## config.mk

```make
export PLATFORM = sky130hd
export DESIGN_NAME = imagenes_lcd
export DESIGN_NICKNAME = d
export VERILOG_FILES = /design/src/rtl/imagenes_lcd.sv
export SDC_FILE = /design/constraint.sdc
export NUM_CORES = 1
export LEC_CHECK = 0
export BUFFER_PORTS_ARGS = -buffer_cell sky130_fd_sc_hd__buf_4
export CAP_MARGIN = 10
export CORE_ASPECT_RATIO = 1.2
export CORE_MARGIN = 4
export CORE_UTILIZATION = 40
export CTS_BUF_LIST = sky130_fd_sc_hd__clkbuf_4 sky130_fd_sc_hd__clkbuf_8
export CTS_CLUSTER_DIAMETER = 60
export CTS_CLUSTER_SIZE = 30
export DETAILED_ROUTE_END_ITERATION = 8
export MAX_ROUTING_LAYER = met4
export PLACE_DENSITY = 0.67
export SLEW_MARGIN = 10
export SYNTH_ARGS = -nofsm -noshare
export SYNTH_HDL_FRONTEND = slang
export SYNTH_SLANG_ARGS = --single-unit
export TNS_END_PERCENT = 100
```

## constraint.sdc

```tcl
create_clock -name CLK -period 8 [get_ports CLK]
set_input_delay 1.6 -clock CLK [delete_from_list [all_inputs] [get_ports CLK]]
set_output_delay 1.6 -clock CLK [all_outputs]
set_load 0.01 [all_outputs]
```

## src/rtl/imagenes_lcd.sv

```systemverilog
// imagenes_lcd: timing generator and colour-bar test image for an 800x480
// parallel-RGB TFT panel. The 50 MHz system clock is halved into the pixel
// clock NCLK. Every sync, enable and colour output comes from a register and
// changes only on NCLK falling edges, so the panel samples stable data on
// NCLK rising edges.
module imagenes_lcd #(
  parameter int H_ACTIVE = 800,
  parameter int H_SYNC   = 30,
  parameter int H_BLANK  = 216,
  parameter int H_TOTAL  = 1056,
  parameter int V_ACTIVE = 480,
  parameter int V_SYNC   = 3,
  parameter int V_BLANK  = 35,
  parameter int V_TOTAL  = 525,
  parameter int BAR_W    = 100
) (
  input  logic       CLK,
  input  logic       RST_n,   // active-high asynchronous reset despite the name
  output logic       NCLK,
  output logic       GREST,
  output logic       HD,
  output logic       VD,
  output logic       DEN,
  output logic [7:0] R,
  output logic [7:0] G,
  output logic [7:0] B
);

  localparam int HW = $clog2(H_TOTAL);
  localparam int VW = $clog2(V_TOTAL);

  // Sized copies of the timing limits, so the counter compares need no casts.
  localparam logic [HW-1:0] H_LAST_C  = HW'(H_TOTAL - 1);
  localparam logic [HW-1:0] H_SYNC_C  = HW'(H_SYNC);
  localparam logic [HW-1:0] H_BLANK_C = HW'(H_BLANK);
  localparam logic [HW-1:0] H_END_C   = HW'(H_BLANK + H_ACTIVE);
  localparam logic [VW-1:0] V_LAST_C  = VW'(V_TOTAL - 1);
  localparam logic [VW-1:0] V_SYNC_C  = VW'(V_SYNC);
  localparam logic [VW-1:0] V_BLANK_C = VW'(V_BLANK);
  localparam logic [VW-1:0] V_END_C   = VW'(V_BLANK + V_ACTIVE);

  typedef struct packed {
    logic [7:0] r;
    logic [7:0] g;
    logic [7:0] b;
  } rgb_t;

  // Bar number of a visible column: the number of bar boundaries at or left of x.
  function automatic logic [2:0] bar_of(input logic [HW-1:0] x);
    logic [2:0] bar;
    bar = 3'd0;
    for (int i = 1; i < 8; i++) begin
      if (x >= HW'(i * BAR_W)) bar = 3'(i);
    end
    return bar;
  endfunction

  // Colour of each bar, left to right.
  function automatic rgb_t bar_colour(input logic [2:0] bar);
    rgb_t c;
    case (bar)
      3'd0:    c = '{r: 8'hFF, g: 8'hFF, b: 8'hFF}; // white
      3'd1:    c = '{r: 8'hFF, g: 8'hFF, b: 8'h00}; // yellow
      3'd2:    c = '{r: 8'h00, g: 8'hFF, b: 8'hFF}; // cyan
      3'd3:    c = '{r: 8'h00, g: 8'hFF, b: 8'h00}; // green
      3'd4:    c = '{r: 8'hFF, g: 8'h00, b: 8'hFF}; // magenta
      3'd5:    c = '{r: 8'hFF, g: 8'h00, b: 8'h00}; // red
      3'd6:    c = '{r: 8'h00, g: 8'h00, b: 8'hFF}; // blue
      default: c = '{r: 8'h00, g: 8'h00, b: 8'h00}; // black
    endcase
    return c;
  endfunction

  logic          nclk_q;
  logic          grest_q;
  logic          first_q, first_d;   // first pixel step after reset still pending
  logic [HW-1:0] hcnt_q, hcnt_d;
  logic [VW-1:0] vcnt_q, vcnt_d;
  logic          hd_q, hd_d;
  logic          vd_q, vd_d;
  logic          den_q, den_d;
  rgb_t          pix_q, pix_d;
  logic          step;
  logic [HW-1:0] col;

  // A pixel step happens on the CLK edge that takes NCLK from 1 to 0.
  assign step = nclk_q;
  assign col  = hcnt_d - H_BLANK_C;

  // Next counter values and the outputs decoded from them.
  always_comb begin
    // NOTE: every signal gets a default first, so no path leaves one unassigned and no latch is inferred.
    first_d = first_q;
    hcnt_d  = hcnt_q;
    vcnt_d  = vcnt_q;
    if (step) begin
      if (first_q) begin
        // The first step after reset presents hcnt=0/vcnt=0 rather than
        // advancing, so the opening HD and VD pulses are full width.
        first_d = 1'b0;
        hcnt_d  = '0;
        vcnt_d  = '0;
      end else if (hcnt_q == H_LAST_C) begin
        hcnt_d = '0;
        vcnt_d = (vcnt_q == V_LAST_C) ? '0 : vcnt_q + 1'b1;
      end else begin
        hcnt_d = hcnt_q + 1'b1;
      end
    end
    hd_d  = (hcnt_d >= H_SYNC_C);
    vd_d  = (vcnt_d >= V_SYNC_C);
    den_d = (hcnt_d >= H_BLANK_C) && (hcnt_d < H_END_C) &&
            (vcnt_d >= V_BLANK_C) && (vcnt_d < V_END_C);
    pix_d = den_d ? bar_colour(bar_of(col)) : '0;
  end

  // Pixel clock divider and panel reset release.
  always_ff @(posedge CLK or posedge RST_n) begin
    if (RST_n) begin
      nclk_q  <= 1'b0;
      grest_q <= 1'b0;
    end else begin
      // NOTE: sequential state uses non-blocking assignments so every register samples pre-edge values.
      nclk_q  <= ~nclk_q;
      grest_q <= 1'b1;
    end
  end

  // Counters and registered outputs advance together on each pixel step.
  always_ff @(posedge CLK or posedge RST_n) begin
    if (RST_n) begin
      first_q <= 1'b1;
      hcnt_q  <= '0;
      vcnt_q  <= '0;
      hd_q    <= 1'b1;
      vd_q    <= 1'b1;
      den_q   <= 1'b0;
      pix_q   <= '0;
    end else begin
      first_q <= first_d;
      hcnt_q  <= hcnt_d;
      vcnt_q  <= vcnt_d;
      if (step) begin
        hd_q  <= hd_d;
        vd_q  <= vd_d;
        den_q <= den_d;
        pix_q <= pix_d;
      end
    end
  end

  assign NCLK  = nclk_q;
  assign GREST = grest_q;
  assign HD    = hd_q;
  assign VD    = vd_q;
  assign DEN   = den_q;
  assign R     = pix_q.r;
  assign G     = pix_q.g;
  assign B     = pix_q.b;

endmodule

```

After elaboration in Yosys (flattened, before gate mapping):

Index checks and enable logic that the tools add are counted.

* word-level logic and storage cells: 56
* output and inout bits: 29
* register bits after elaboration: 51
* input bits: 2

* bitwise operators: 1
* order comparisons: 13
* reductions and logical operators: 4
* add/subtract/negate cells: 3
* equality and inequality tests: 8
* mux-type cells: 16

Operators with widths (number)
* case mux 24 bit (7 select lines): 1
* 2-to-1 mux 10 bit: 4
* >= comparator 11 x 9 -> 1 bit, second input constant: 3
* 2-to-1 mux 11 bit: 3
* 2-to-1 mux 24 bit: 1
* >= comparator 11 x 10 -> 1 bit, second input constant: 2
* >= comparator 11 x 8 -> 1 bit, second input constant: 2
* 2-to-1 mux 3 bit: 6
* adder 11 x 1 -> 11 bit, second input constant: 1
* equality test 11 bit, second input constant: 1
* >= comparator 11 x 5 -> 1 bit, second input constant: 1
* >= comparator 11 x 7 -> 1 bit, second input constant: 1
* < comparator 11 x 10 -> 1 bit, second input constant: 1
* subtractor 11 x 8 -> 11 bit, second input constant: 1
* adder 10 x 1 -> 10 bit, second input constant: 1
* equality test 10 bit, second input constant: 1
* >= comparator 10 x 2 -> 1 bit, second input constant: 1
* >= comparator 10 x 6 -> 1 bit, second input constant: 1
* < comparator 10 bit, second input constant: 1
* equality test 3 bit, second input constant: 3
* equality test 3 x 2 -> 1 bit, second input constant: 2
* equality test 3 x 1 -> 1 bit, second input constant: 1
* logical AND 1 bit: 3
* zero test 3 bit: 1
* 2 further kinds: 2

Logic depth before layout (Yosys ltp):

Gate-level depths: netlist of run 1.

* depth in word-level cells: 16
* depth in mapped cells: 17
* depth with buffers taken out: 16

Least setup slack after synthesis of run 1:

No wires, ideal clock.

* path type: reg-to-reg
* start: reg hcnt_q[6]
* end: reg pix_q, in the netlist B[6]
* path buffers: 2
* library setup time: 140 ps
* data required time: 7860 ps
* stages on the path, launching flop included: 16
* arrival time: 4135 ps
* path slack: 3725 ps
* cell sequence: dfrtp_1 > buf_2 > or4_4 > or4_4 > nand3_1 > inv_1 > ha_1 > buf_1 > a2bb2oi_1 > o221a_2 > and2_1 > nor4_1 > and3_1 > o2111ai_1 > a31oi_1 > o32ai_2

* longest elaborated chain between the ends: 16
* elaborated cells between the ends (all ways): 39
* classes of those cells: 2 x add/sub; 11 x order compare; 7 x eq/ne; 15 x mux; 4 x reduce/logical

RTL lines
* start, declared: line 77 `logic [HW-1:0] hcnt_q, hcnt_d;`
* start signal, assigned: line 141 `hcnt_q <= hcnt_d;`
* equality test 11 bit *: line 103 `end else if (hcnt_q == H_LAST_C) begin`
* 2-to-1 mux 11 bit *: line 103
* 2-to-1 mux 11 bit *: line 97 `if (first_q) begin`
* 2-to-1 mux 11 bit *: line 96 `if (step) begin`
* via hcnt_d[3]: line 77
* subtractor 11 x 8 -> 11 bit: line 88 `assign col = hcnt_d - H_BLANK_C;`
* >= comparator 11 x 7 -> 1 bit: line 53 `if (x >= HW'(i * BAR_W)) bar = 3'(i);`
* 2-to-1 mux 1 bit: line 53
* 2-to-1 mux 3 bit (6 in a row): line 53
* equality test 3 bit, or another cell as far along: line 61 `case (bar)`
* case mux 24 bit (7 select lines): line 61
* 2-to-1 mux 24 bit *: line 114 `pix_d = den_d ? bar_colour(bar_of(col)) : '0;`
* end signal, assigned: line 147 `pix_q <= pix_d;`
* end, declared: line 82 `rgb_t pix_q, pix_d;`

Mark *: on every way through the listed nets, which the timed path passes. The rest lies on a longest branch.
A chain may end at the register's enable or synchronous reset.

Worst setup path after layout of run 1:

* start: reg nclk_q (netlist: NCLK)
* end: reg pix_q, in the netlist B[6]

* longest elaborated chain between the ends: 13
* elaborated cells between the ends (all ways): 33
* classes of those cells: 1 x add/sub; 11 x order compare; 6 x eq/ne; 11 x mux; 4 x reduce/logical

RTL lines
* start, declared: line 74 `logic nclk_q;`
* start signal, assigned: line 124 `nclk_q <= ~nclk_q;`
* 2-to-1 mux 11 bit *: line 96
* via hcnt_d[3]: line 77
* subtractor 11 x 8 -> 11 bit: line 88
* >= comparator 11 x 7 -> 1 bit: line 53
* 2-to-1 mux 1 bit: line 53
* 2-to-1 mux 3 bit (6 in a row): line 53
* equality test 3 bit, or another cell as far along: line 61
* case mux 24 bit (7 select lines): line 61
* 2-to-1 mux 24 bit *: line 114

Marked as above.

==> flow_metrics.env, run 1 <==
export IMPL_status="finished clean"
export IMPL_post_cts_resized=0
export IMPL_cp_cell_sequence="buf_4 > nand3_1 > or4_4 > nand3_1 > inv_1 > ha_1 > a21oi_1 > o21ai_0 > o221a_2 > and2_1 > nor4_1 > and3_1 > o2111ai_1 > a31oi_1 > o32ai_2"
export IMPL_fp_dieW_um=80.7
export IMPL_fin_ws_ns=3.20
export IMPL_cap_viol_max_count=0
export IMPL_cts_inserted_buffers=5
export IMPL_htreeDepth=2
export IMPL_min_period_ns=4.80
export IMPL_dp_cells=388
export IMPL_startpoint_type="flop"
export IMPL_cts_root_buffer="clkbuf_8"
export IMPL_gr_total_overflow=0
export IMPL_ys_types=63
export IMPL_worst_pin_slew_ns=0.918
export IMPL_power_density_nw_per_um2=111
export IMPL_p_sw_share_pct=20.3
export IMPL_yosysWarnings=0
export IMPL_critical_path_buf_inv_count=2
export IMPL_regArea_sq_um=754
export IMPL_fin_worst_hold_slack_ns=0.494
export IMPL_via_count=2335
export IMPL_fin_nets=323
export IMPL_areaGrowthSynthToFinish_pct=9.23
export IMPL_stdcell_count=396
export IMPL_multi_input_area_sq_um=1480
export IMPL_p_int_uw=245
export IMPL_hp_class="reg2reg"
export IMPL_synth_async_reset_ratio_pct=100
export IMPL_final_core_util_pct=45.4
export IMPL_ant_nets=0
export IMPL_yosysSeqAreaShare_pct=29.8
export IMPL_antenna_found_initial=0
export IMPL_setup_viol=0
export IMPL_cpMaxStageDelayCell="nor4_1"
export IMPL_grt_pass1_wl_mm=11.1
export IMPL_clk_transition_reported_paths_ns=0.07
export IMPL_fp_coreArea_sq_um=6090
export IMPL_viasPerCell=5.90
export IMPL_finalMaxSlewViolations=0
export IMPL_synth_edff_count=0
export IMPL_pwr_share_comb_pct=1.4
export IMPL_cts_buffer_depth=2
export IMPL_slew_headroom_pct=38.2
export IMPL_place_gp_congestion=0.913
export IMPL_n_antenna_cell=0
export IMPL_cts_tree="yes"
export IMPL_met2_usage_pct=31.8
export IMPL_port_buffers=30
export IMPL_timing_fmax_mhz=208
export IMPL_drive_gt1_share_pct=18.5
export IMPL_die_area_sq_um=7680
export IMPL_synth_most_common_cell="dfrtp_1"
export IMPL_finalSetupTns_ns=0
export IMPL_synth_area_top_cells="dfrtp_1 (27%), buf_4 (6.2%), nand3_1 (4.3%)"
export IMPL_crit_path_frequent_cell="nand3_1"
export IMPL_rsz0062_at_grt="no"
export IMPL_critPathArrivalTime_ns=4.97
export IMPL_worstPathMaxFanout=18
export IMPL_grt_total_usage_pct=19.1
export IMPL_io_pin_count=31
export IMPL_wirelength_mm=6.58
export IMPL_synth_net_count=320
export IMPL_clock_sinks=30
export IMPL_ys_ff_latch=30
export IMPL_hold_viol=0
export IMPL_die_height_um=95.2
export IMPL_synth_common_cells="dfrtp_1 (27), nand3_1 (22), buf_4 (21), inv_1 (21), nand2_1 (20)"
export IMPL_clock_latency_ns=0.28
export IMPL_dpl_hpwl_mm=4.86
export IMPL_period_share_pct=60.0
export IMPL_row_count=31
export IMPL_synthFlopType="dfrtp_1"
export IMPL_grt_max_degree=31
export IMPL_ir_drop_mv=0.0605
export IMPL_p_leak_nw=1.23
export IMPL_crit_path_end_kind="flop"
export IMPL_cp_top_family="simple AND/OR/NAND/NOR gates"
export IMPL_p_sw_uw=62.2
export IMPL_seqPwrFrac_pct=49.6
export IMPL_drc_errors=0
export IMPL_start_util_pct=41.6
export IMPL_fin_skew_ns=0.00493
export IMPL_grt_pass1_vias=2255
export IMPL_drtIter0Drc=137
export IMPL_critPathKind="reg2reg"
export IMPL_pre_cts_ws_ns=3.25
export IMPL_synth_avg_cell_area_sq_um=8.17
export IMPL_postCtsSetupBuffers=0
export IMPL_cts_hold_buf=0
export IMPL_cp_required_ns=8.16
export IMPL_detail_route_wl_per_cell_um=16.6
export IMPL_synth_top_area_cell="dfrtp_1"
export IMPL_layout_filler_cells=625
export IMPL_synthesis_area_sq_um=2530
export IMPL_firstDrtPassIters=4
export IMPL_slowest_delay_ns=0.77
export IMPL_synth_top_area_share_pct=26.7
export IMPL_grt_busiest_layer="met2"
export IMPL_p_clk_share_pct=49.0
export IMPL_met3_usage_pct=2.27
export IMPL_globalRouteMet1Util_pct=23.4
export IMPL_synth_cells=310
cell families after synthesis:
logic type | share of synthesized area (%)
other | 0.148
flip-flops | 29.8
XOR/XNOR | 3.46
buffers and inverters | 11.7
multiplexers | 2.52
AND/OR/NAND/NOR | 27.3
AO/OA/AOI/OAI | 21.2
adder cells (fa/ha/maj) | 3.95
registers in the layout (all words and copies together) (netlist names):
name	flops
G	1
R	1
NCLK	1
GREST	1
first_q	1
B	1
DEN	1
VD	1
hcnt_q	11
HD	1
vcnt_q	10
through the flow:
step	total power, mW	area, sq um
final	0.307	2770
after global routing	0.319	2770
after CTS	0.312	2770
after detailed placement	0.159	2660
after global placement	0.159	2660
after floorplan	0.157	2530
power by group through the flow:
stage / sequential [mW] / clock, mW / combinational (mW)
global placement: 0.155 / 0 / 0.00460
global route: 0.152 / 0.162 / 0.00524
detailed placement: 0.155 / 0 / 0.00461
finish: 0.152 / 0.150 / 0.00431
floorplan: 0.155 / 0 / 0.00227
CTS: 0.152 / 0.156 / 0.00461
worst paths after layout:
| kind | startpoint | depth (start not counted) | slack (ns) | to |
|---|---|---|---|---|
| worst max register to register | NCLK | 15 | 3.20 | B[6] |
| worst max-delay path | NCLK | 15 | 3.20 | B[6] |
| worst min register to register | HD | 2 | 0.49 | HD |
| worst min-delay path | HD | 2 | 0.49 | HD |
| max in group asynchronous | RST_n | 3 | 6.28 | VD |
| min in group asynchronous | RST_n | 3 | 1.40 | hcnt_q[2] |
metal layers:
metal  vias up  share of wire (%)
met3        13                4.0
met1      1130                 43
li1       1129                  -
met4         0                2.3
met2        63                 51
met5         -                  0
layout by cell type, fill, tap and decap left out, types with 4 or more instances in the layout:
cell type,instances
or4_1,5
nand2_1,20
dfrtp_1,27
o211ai_1,4
and4_1,5
nand3_1,22
nor4_1,5
clkbuf_8,5
and3_1,6
nand2b_1,5
inv_1,21
nor3_1,11
ha_1,8
a21oi_1,12
a31oi_1,9
xnor2_1,4
nand4_1,9
buf_4,32
o21ai_0,14
and2_1,4
xor2_1,6
nor2_1,19
worst register-to-register path: stages (launching register included):
cell and delay, ns:
dfrtp_1 0.71, buf_4 0.33, nand3_1 0.21, or4_4 0.55, nand3_1 0.27, inv_1 0.17, ha_1 0.33, a21oi_1 0.18
o21ai_0 0.10, o221a_2 0.15, and2_1 0.20, nor4_1 0.77, and3_1 0.28, o2111ai_1 0.12, a31oi_1 0.22, o32ai_2 0.11
final cells by class:
cell class	count	share of cell area (%)
multi-input cells	223	53.6
clock buffers	5	2.49
inverters	21	2.85
well taps	82	3.71
repair buffers	32	8.68
clock inverters	3	1.45
flip-flops and latches	30	27.3
Power figures use the tool's default switching activity.
==> run 2: changes to the inputs <==
--- a/config.mk
+++ b/config.mk
@@ -15,7 +15,7 @@
 export CTS_CLUSTER_SIZE = 30
 export DETAILED_ROUTE_END_ITERATION = 8
 export MAX_ROUTING_LAYER = met4
-export PLACE_DENSITY = 0.67
+export PLACE_DENSITY = 0.7
 export SLEW_MARGIN = 10
 export SYNTH_ARGS = -nofsm -noshare
 export SYNTH_HDL_FRONTEND = slang
==> constraint.sdc (replaced) <==
create_clock -name CLK -period 4.2 [get_ports CLK]
set_input_delay 0.84 -clock CLK [delete_from_list [all_inputs] [get_ports CLK]]
set_output_delay 0.84 -clock CLK [all_outputs]
set_load 0.01 [all_outputs]
==> flow_metrics.env, run 2 (synthesized netlist as in run 1, its figures left out) <==
export IMPL_cp_required_ns=4.40
export IMPL_firstDrtPassIters=5
export IMPL_die_area_sq_um=7680
export IMPL_layout_common_cells="buf_4 (46), dfrtp_1 (27), nand3_1 (22)"
export IMPL_viasPerCell=5.88
export IMPL_final_common_cell="buf_4"
export IMPL_largest_register="hcnt_q"
export IMPL_worstPathMaxFanout=8
export IMPL_n_antenna_cell=0
export IMPL_largest_reg_flops=11
export IMPL_fp_coreArea_sq_um=6090
export IMPL_antenna_found_initial=0
export IMPL_start_util_pct=41.6
export IMPL_critPathArrivalTime_ns=4.16
export IMPL_rsz0062_at_grt="no"
export IMPL_fin_skew_ns=0.0152
export IMPL_timing_fmax_mhz=252
export IMPL_grt_pass1_wl_mm=10.9
export IMPL_period_share_pct=94.4
export IMPL_grt_max_degree=23
export IMPL_cts_hold_buf=0
export IMPL_p_leak_nw=1.31
export IMPL_finalMaxSlewViolations=0
export IMPL_io_pin_count=31
export IMPL_fin_nets=337
export IMPL_clock_sinks=30
export IMPL_die_height_um=95.2
export IMPL_drive_gt1_share_pct=22.9
export IMPL_hold_viol=0
export IMPL_ir_drop_mv=0.173
export IMPL_power_density_nw_per_um2=230
export IMPL_place_gp_congestion=0.938
export IMPL_setup_viol=0
export IMPL_via_count=2411
export IMPL_areaGrowthSynthToFinish_pct=15.2
export IMPL_port_buffers=30
export IMPL_cap_viol_max_count=0
export IMPL_row_count=31
export IMPL_critPathKind="reg2reg"
export IMPL_clk_transition_reported_paths_ns=0.08
export IMPL_top_regs="hcnt_q (11), vcnt_q (10)"
export IMPL_multi_input_area_sq_um=1490
export IMPL_slew_headroom_pct=41.5
export IMPL_cts_root_buffer="clkbuf_8"
export IMPL_regArea_sq_um=754
export IMPL_crit_path_end_kind="flop"
export IMPL_drc_errors=0
export IMPL_grt_total_usage_pct=18.9
export IMPL_detail_route_wl_per_cell_um=16.1
export IMPL_worst_pin_slew_ns=0.876
export IMPL_gr_total_overflow=0
export IMPL_finalPower_uw=670
export IMPL_grt_pass1_vias=2238
export IMPL_ant_nets=0
export IMPL_layout_filler_cells=585
export IMPL_min_period_ns=3.97
export IMPL_hp_class="reg2reg"
export IMPL_wirelength_mm=6.60
export IMPL_cts_buffer_depth=2
export IMPL_cts_tree="yes"
export IMPL_drtIter0Drc=179
export IMPL_startpoint_type="flop"
export IMPL_status="finished clean"
export IMPL_dpl_hpwl_mm=4.95
export IMPL_clock_latency_ns=0.29
export IMPL_fp_dieW_um=80.7
export IMPL_htreeDepth=2
export IMPL_cts_inserted_buffers=5
export IMPL_finalSetupTns_ns=0
run 2: changes by cell type in the layout (fill, tap and decap cells not counted), sizes merged:
cell / before / now
buf: 32 / 46
clkbuf: 5 / 6
clkinv: 2 / 0
bufinv: 1 / 2
run 2: final cells by class:
cell class                      instances  area share [%]
Clock buffer                            6            2.83
Sequential cell                        30            25.9
Inverter                               21            2.70
Timing Repair Buffer                   46            11.8
Multi-Input combinational cell        223            51.2
Clock inverter                          2            2.06
Tap cell                               82            3.52
run 2: worst max-delay path, cell delays in order, from the launching register on:
cell and delay, ns:
dfrtp_1 0.45, ha_2 0.28, and4_1 0.36, and3_1 0.34
a21o_1 0.17, a221oi_1 0.07, or4_1 0.56, or4_1 0.52
mux2i_1 0.28, nand3_1 0.14, or3b_4 0.43, o32ai_2 0.26
run 2: per-layer routing:
layer / GRT usage [%] / part of all wire, %
met3: 2.08 / 5.2
met4: 10.6 / 3.7
met2: 28.2 / 47
met1: 24.8 / 45
met5: - / 0
run 2: through the flow:
| step | hold WS, ns | setup WS (ns) | utilization, % | instances | cell area, sq um |
|---|---|---|---|---|---|
| floorplan | 0.491 | 0.0632 | - | 310 | 2540 |
| global placement | 0.495 | 0.267 | 45.5 | 402 | 2770 |
| detailed placement | 0.508 | 0.221 | 45.5 | 402 | 2770 |
| CTS | 0.520 | 0.201 | 47.8 | 410 | 2910 |
| global route | 0.547 | 0.0415 | 47.9 | 410 | 2920 |
| finish | 0.522 | 0.234 | 47.9 | 410 | 2920 |
run 2: worst paths after layout:
check / startpoint / endpoint / slack (ns) / depth (start not counted)
worst min register to register: HD / HD / 0.52 / 2
worst max-delay path: hcnt_q[0] / B[6] / 0.23 / 11
worst max register to register: hcnt_q[0] / B[6] / 0.23 / 11
worst min-delay path: HD / HD / 0.52 / 2
min in group asynchronous: RST_n / vcnt_q[4] / 0.73 / 2
max in group asynchronous: RST_n / hcnt_q[10] / 2.79 / 3
run 2: timing repair:
item | 4_1_cts | 5_1_grt
gates resized for setup | 0 | 2
buffers inserted | 0 | 0
endpoints found under the setup margin | 0 | 2
run 2: where the power goes:
part	switching, mW	total [mW]	leakage (nW)	internal (mW)
sequential	0.000103	0.290	0.391	0.289
combinational	0.00645	0.00827	0.844	0.00183
clock	0.119	0.372	0.0714	0.253
total	0.126	0.670	1.31	0.544
